<file path="config.mk">
export PLATFORM = sky130hd
export DESIGN_NAME = cla_pipe_adder
export DESIGN_NICKNAME = d
export VERILOG_FILES = /design/src/rtl/cla_pipe_adder_pkg.sv /design/src/rtl/add1pg.sv /design/src/rtl/cla_group.sv /design/src/rtl/cla_pipe_adder.sv
export SDC_FILE = /design/constraint.sdc
export NUM_CORES = 1
export LEC_CHECK = 0
export ABC_AREA = 0
export BUFFER_PORTS_ARGS = -buffer_cell sky130_fd_sc_hd__buf_2
export CAP_MARGIN = 5
export CORE_UTILIZATION = 61
export CTS_CLUSTER_SIZE = 24
export DETAILED_ROUTE_END_ITERATION = 16
export HOLD_SLACK_MARGIN = 0.08
export PLACE_DENSITY = 0.86
export SETUP_SLACK_MARGIN = 0.4
export SKIP_CTS_REPAIR_TIMING = 1
export SYNTH_ARGS = -nofsm -noshare
export SYNTH_HDL_FRONTEND = slang
export SYNTH_SLANG_ARGS = --single-unit
</file>
<file path="constraint.sdc">
create_clock -name clk -period 4.1 [get_ports clk]
set_input_delay 0.205 -clock clk [delete_from_list [all_inputs] [get_ports clk]]
set_output_delay 0.205 -clock clk [all_outputs]
set_load 0.05 [all_outputs]
</file>
<file path="src/rtl/cla_pipe_adder_pkg.sv">
// Shared defaults and configuration helpers for the pipelined CLA adder.
package cla_pipe_adder_pkg;

    localparam int DEF_WIDTH = 32;
    localparam int DEF_GROUP = 4;

    // A legal configuration splits WIDTH into whole lookahead groups.
    function automatic logic cfg_ok(input int width, input int group);
        return (group > 0) && (width > 0) && ((width % group) == 0);
    endfunction

endpackage

</file>
<file path="src/rtl/add1pg.sv">
// Single-bit propagate/generate cell feeding the lookahead tree.
module add1pg (
    input  logic a,
    input  logic b,
    output logic p,
    output logic g
);

    // Half-adder style p/g terms for one bit position.
    always_comb begin
        p = a ^ b;
        g = a & b;
    end

endmodule

</file>
<file path="src/rtl/cla_group.sv">
// N-bit carry-lookahead group: per-bit carries plus group propagate/generate.
// Used both on bit p/g (first level) and on group P/G (second level).
module cla_group
    import cla_pipe_adder_pkg::*;
#(
    parameter int N = DEF_GROUP
) (
    input  logic [N-1:0] p,
    input  logic [N-1:0] g,
    input  logic         cin,
    output logic [N-1:0] c,
    output logic         gp,
    output logic         gg
);

    logic t;
    logic pp;

    // Flat sum-of-products lookahead: every carry is built straight from
    // p/g/cin, no carry feeds another carry.
    always_comb begin
        c  = '0;
        gg = 1'b0;
        gp = &p;
        t  = 1'b0;
        pp = 1'b1;
        for (int i = 0; i < N; i++) begin
            t  = 1'b0;
            pp = 1'b1;
            for (int k = i - 1; k >= 0; k--) begin
                t  = t | (pp & g[k]);
                pp = pp & p[k];
            end
            c[i] = t | (pp & cin);
        end
        t  = 1'b0;
        pp = 1'b1;
        for (int k = N - 1; k >= 0; k--) begin
            t  = t | (pp & g[k]);
            pp = pp & p[k];
        end
        gg = t;
    end

endmodule

</file>
<file path="src/rtl/cla_pipe_adder.sv">
// Two-stage pipelined carry-lookahead adder/subtractor with valid/ready.
// S1 registers bit and group p/g; S2 resolves carries and registers the result.
module cla_pipe_adder
    import cla_pipe_adder_pkg::*;
#(
    parameter int WIDTH = DEF_WIDTH,
    parameter int GROUP = DEF_GROUP
) (
    input  logic             clk,
    input  logic             rst_n,
    input  logic             in_valid,
    output logic             in_ready,
    input  logic [WIDTH-1:0] a,
    input  logic [WIDTH-1:0] b,
    input  logic             cin,
    input  logic             sub,
    output logic             out_valid,
    input  logic             out_ready,
    output logic [WIDTH-1:0] sum,
    output logic             cout,
    output logic             ovf,
    output logic             zero
);

    localparam int NG = WIDTH / GROUP;

    if (!cfg_ok(WIDTH, GROUP)) begin : g_bad_cfg
        $error("cla_pipe_adder: WIDTH must be a multiple of GROUP");
    end

    // ---------------- operand prep ----------------
    logic [WIDTH-1:0] bb, p_in, g_in, unused_s1_c;
    logic [NG-1:0]    pg_in, gg_in;
    logic             c0_in;

    // Subtract is A + ~B + 1, so cin is overridden.
    always_comb begin
        bb    = sub ? ~b : b;
        c0_in = sub ? 1'b1 : cin;
    end

    for (genvar i = 0; i < WIDTH; i++) begin : g_bit
        add1pg u_pg (.a(a[i]), .b(bb[i]), .p(p_in[i]), .g(g_in[i]));
    end

    // Group terms only; carries here assume cin=0 and are not needed.
    for (genvar j = 0; j < NG; j++) begin : g_s1_grp
        cla_group #(.N(GROUP)) u_grp (
            .p  (p_in[j*GROUP +: GROUP]),
            .g  (g_in[j*GROUP +: GROUP]),
            .cin(1'b0),
            .c  (unused_s1_c[j*GROUP +: GROUP]),
            .gp (pg_in[j]),
            .gg (gg_in[j])
        );
    end

    // ---------------- handshake ----------------
    logic s1_valid_q, s1_valid_d, out_valid_q, out_valid_d;
    logic s2_adv, s1_adv, accept;

    // Stall-based flow control: a stage moves when the one after it can take it.
    always_comb begin
        s2_adv   = !out_valid_q | out_ready;
        s1_adv   = s1_valid_q & s2_adv;
        in_ready = !s1_valid_q | s2_adv;
        accept   = in_valid & in_ready;
    end

    // ---------------- S1 ----------------
    logic [WIDTH-1:0] p_q, p_d, g_q, g_d;
    logic [NG-1:0]    pg_q, pg_d, gg_q, gg_d;
    logic             c0_q, c0_d;

    // S1 loads on accept; an advance with no new bundle just empties it.
    always_comb begin
        p_d        = p_q;
        g_d        = g_q;
        pg_d       = pg_q;
        gg_d       = gg_q;
        c0_d       = c0_q;
        s1_valid_d = s1_valid_q;
        if (accept) begin
            p_d        = p_in;
            g_d        = g_in;
            pg_d       = pg_in;
            gg_d       = gg_in;
            c0_d       = c0_in;
            s1_valid_d = 1'b1;
        end else if (s1_adv) begin
            s1_valid_d = 1'b0;
        end
    end

    // S1 state register.
    always_ff @(posedge clk or negedge rst_n) begin
        if (!rst_n) begin
            p_q        <= '0;
            g_q        <= '0;
            pg_q       <= '0;
            gg_q       <= '0;
            c0_q       <= 1'b0;
            s1_valid_q <= 1'b0;
        end else begin
            p_q        <= p_d;
            g_q        <= g_d;
            pg_q       <= pg_d;
            gg_q       <= gg_d;
            c0_q       <= c0_d;
            s1_valid_q <= s1_valid_d;
        end
    end

    // ---------------- S2 carry resolution ----------------
    logic [NG-1:0]    grp_c, unused_s2_gp, unused_s2_gg;
    logic [WIDTH-1:0] bit_c;
    logic             all_p, all_g, c_msb;

    // Second level: group carries from group P/G and the stage-1 carry-in.
    cla_group #(.N(NG)) u_lvl2 (
        .p  (pg_q),
        .g  (gg_q),
        .cin(c0_q),
        .c  (grp_c),
        .gp (all_p),
        .gg (all_g)
    );

    for (genvar j = 0; j < NG; j++) begin : g_s2_grp
        cla_group #(.N(GROUP)) u_grp (
            .p  (p_q[j*GROUP +: GROUP]),
            .g  (g_q[j*GROUP +: GROUP]),
            .cin(grp_c[j]),
            .c  (bit_c[j*GROUP +: GROUP]),
            .gp (unused_s2_gp[j]),
            .gg (unused_s2_gg[j])
        );
    end

    logic [WIDTH-1:0] sum_q, sum_d, sum_nx;
    logic             cout_q, cout_d, ovf_q, ovf_d, zero_q, zero_d;

    // Result and flags; overflow compares carry into and out of the MSB.
    always_comb begin
        c_msb  = all_g | (all_p & c0_q);
        sum_nx = p_q ^ bit_c;
        sum_d  = sum_q;
        cout_d = cout_q;
        ovf_d  = ovf_q;
        zero_d = zero_q;
        if (s1_adv) begin
            sum_d  = sum_nx;
            cout_d = c_msb;
            ovf_d  = c_msb ^ bit_c[WIDTH-1];
            zero_d = (sum_nx == '0);
        end
        out_valid_d = out_valid_q;
        if (s1_adv)
            out_valid_d = 1'b1;
        else if (out_ready)
            out_valid_d = 1'b0;
    end

    // Output register; holds steady while downstream stalls.
    always_ff @(posedge clk or negedge rst_n) begin
        if (!rst_n) begin
            sum_q       <= '0;
            cout_q      <= 1'b0;
            ovf_q       <= 1'b0;
            zero_q      <= 1'b0;
            out_valid_q <= 1'b0;
        end else begin
            sum_q       <= sum_d;
            cout_q      <= cout_d;
            ovf_q       <= ovf_d;
            zero_q      <= zero_d;
            out_valid_q <= out_valid_d;
        end
    end

    assign out_valid = out_valid_q;
    assign sum       = sum_q;
    assign cout      = cout_q;
    assign ovf       = ovf_q;
    assign zero      = zero_q;

endmodule
</file>
==> flow_summary.yaml <==
status:
  outcome: "finished, violations left"
  violations: "negative hold slack"
clock_network:
  htree_num_levels: 3
  cts_inserted_buffers: 9
  cts.path.max_buffers: 2
  clock-sinks: 110
  clk_pin_slew_ns: 0.10
  cts_tree: "built"
  cts_root_buf: "clkbuf_8"
  insertion_delay_ns: 0.38
worst_setup_path:
  cp_max_fo: 7
  crit_type: "flop to flop"
  setup.worst_path.start_class: "flop"
  reg2reg_slack_ns: 1.0
  required_ns: 4.40
  arrival_ns: 3.41
  endpoint_kind: "flop"
finish:
  layout_common_cells: "dfrtp_1, buf_2, mux2_2"
  diodes: 0
  fill_cells: 665
  drive_above_1_share_pct: 33.23
  final_common_cell: "dfrtp_1"
  syn_to_final_growth_pct: 14.86
  finalNetCount: 745
  fin_util_pct: 73.21
global_route:
  grt_pass1_wl_mm: 21.90
  antenna_found_initial: 0
  grt_use_total_pct: 28.42
  grt_pass1_vias: 4471
  grt-ovfl-total: 0
  grt_max_degree: 85
power:
  clkPwrFrac_pct: 18.6
  internal_power_mw: 2.342
  power.switching_mw: 1.737
  power.total_mw: 4.079
  switching_share_pct: 42.58
  p_seq_share_pct: 40.3
  p_comb_share_pct: 41.2
  p_per_area_nw_per_um2: 597.2
  leakagePower_nw: 3.322
  vdd_ir_drop_max_v: 0.0002517
logic_synthesis:
  ys_warn_count: 0
  synth-seq-cells: 110
  syn-num-nets: 641
  synth_area_per_cell_um2: 11.20
  ys_types: 53
  syn_inst: 531
  syn-cell-area_um2: 5946
  yosysSeqAreaShare_pct: 46.30
sta:
  layout_setup_ws_ns: 0.9996
  fin_crit_sh_pct: 75.62
  maxSlewViolCount: 0
  hold_ws_ns: -0.04020
  rsz0062_at_grt: "false"
  hold_viol_final: 15
  maxSlewHeadroom_pct: 29.94
  post-route-min-period_ns: 3.100
  finClkSkew_ns: 0.008772
  setup_viol: 0
  fin_setup_tns_ns: 0
  tightest_slew_ns: 1.051
  fmax_mhz: 322.5
route:
  drtIter0Drc: 217
  vias: 4465
  vias_per_cell: 5.821
  postRouteAntennaNets: 0
  wl_per_cell_um: 17.38
  drc: 0
  drt_wl_total_mm: 13.33
  drt_pass1_iterations: 4
min_path:
  hold_path.class: "primary input to asynchronous set/reset pin"
floorplan:
  core_area_um2: 9328
  die_h_um: 100.7
  pin_count: 107
  dieWidth_um: 100.7
  dieArea_um2: 10150
  start_util_pct: 63.74
  num_rows: 35
job:
  maxCapViolCount: 0
placed_design:
  numPortBuffers: 106
  place_ws_ns: 1.100
  gp_congestion: 0.9115
  post-dp-hpwl_mm: 10.09
[critical path: stages (launching register included)]
cell and delay [ns]:
dfrtp_1 0.49, a211oi_4 0.31, o21ai_2 0.14, a41oi_2 0.27
inv_1 0.10, ha_1 0.21, or3_1 0.39, a22oi_1 0.18
and4b_1 0.21, o2111ai_1 0.13, nor4b_2 0.30, nand4_1 0.14
o21ai_1 0.16
[path summary, 6_finish.rpt]
| kind | start | end | cells past startpoint |
|---|---|---|---|
| worst max-delay path | c0_q | zero | 12 |
| worst min-delay path | rst_n | p_q[23] | 1 |
| worst max register to register | c0_q | zero | 12 |
| worst min register to register | sum[10] | sum[10] | 2 |
| max in group asynchronous | rst_n | gg_q[1] | 2 |
| min in group clk | cin | c0_q | 3 |
[power by group through the flow]
| stage | Combinational [mW] | Clock [mW] | Sequential (mW) |
|---|---|---|---|
| after floorplan | 0.721 | 0 | 2.12 |
| after global placement | 1.63 | 0 | 1.63 |
| after CTS | 1.68 | 0.759 | 1.63 |
| after detailed placement | 1.68 | 0 | 1.65 |
| final | 1.68 | 0.758 | 1.64 |
| after global routing | 1.81 | 0.800 | 1.67 |
[logic make-up (layout without fill, tap and decap cells)]
group,Yosys count,after routing,share of synthesized area [%]
flip-flops,110,110,46.30
adder cells (fa/ha/maj),40,40,8.418
AO/OA/AOI/OAI,105,105,11.62
AND/OR/NAND/NOR,124,124,10.10
buffers and inverters,26,133,1.957
multiplexers,70,70,13.24
XOR/XNOR,56,56,8.375
[routing by layer]
| metal | GRT usage, % | up-vias | wire length, um |
|---|---|---|---|
| met3 | 6.519 | 31 | 806 |
| met4 | 11.48 | 0 | 332 |
| met5 | 0 | - | 0 |
| met2 | 47.42 | 133 | 6593 |
| met1 | 35.94 | 2195 | 5599 |
| li1 | - | 2106 | - |
[cell type report]
cell class / count / area, um2 / area share [%]
clock buffers: 10 / 127.6 / 1.869
repair buffers: 113 / 588.1 / 8.611
flip-flops and latches: 110 / 2753 / 40.31
inverters: 6 / 22.52 / 0.3298
well taps: 129 / 161.4 / 2.364
multi-input cells: 395 / 3079 / 45.09
clock inverters: 4 / 97.59 / 1.429
[flip-flops by register name, indices dropped and copies added, names as in the netlist]
name and cells:
ovf 1, c0_q 1, p_q 32, pg_q 8, gg_q 8, zero 1
out_valid 1, g_q 24, s1_valid_q 1, cout 1, sum 32
[through the flow]
step / cell area, um2 / cells / hold WS, ns
after CTS: 6819 / 766 / 0.04128
after floorplan: 5946 / 531 / -0.09059
after global placement: 6594 / 752 / 0.4240
after detailed placement: 6594 / 752 / 0.4378
final: 6829 / 767 / -0.04020
after global routing: 6829 / 767 / 0.08512
[synth_stat cells, drive strengths merged]
cell type | count | area [um2]
or2 | 1 | 6.260
nand4 | 13 | 81.33
a211o | 1 | 10.01
a21oi | 15 | 78.83
a21o | 21 | 158.9
dfrtp | 110 | 2753
a31oi | 5 | 31.28
mux2i | 1 | 10.01
o2111ai | 2 | 17.52
nand2 | 56 | 210.2
xnor2 | 4 | 35.03
nor2 | 19 | 71.32
a41oi | 1 | 16.27
and4 | 1 | 8.760
a2111oi | 1 | 15.01
xor2 | 52 | 463.0
mux2 | 69 | 777.0
and3 | 1 | 7.510
nor3 | 11 | 60.06
buf | 6 | 41.29
o21ai | 45 | 229.0
and2 | 2 | 13.77
nand3b | 1 | 7.510
o21bai | 2 | 15.01
nand3 | 5 | 25.02
and4b | 1 | 10.01
a211oi | 6 | 57.56
clkbuf | 14 | 52.55
a311oi | 1 | 15.01
or3 | 3 | 20.02
nand2b | 4 | 25.02
o41ai | 1 | 8.760
ha | 40 | 500.5
a22oi | 1 | 7.510
nor3b | 1 | 7.510
nor4b | 1 | 15.01
nor4 | 4 | 31.28
o211ai | 2 | 20.02
o211a | 1 | 10.01
inv | 6 | 22.52
No activity file was read; power rests on OpenSTA's default activity.
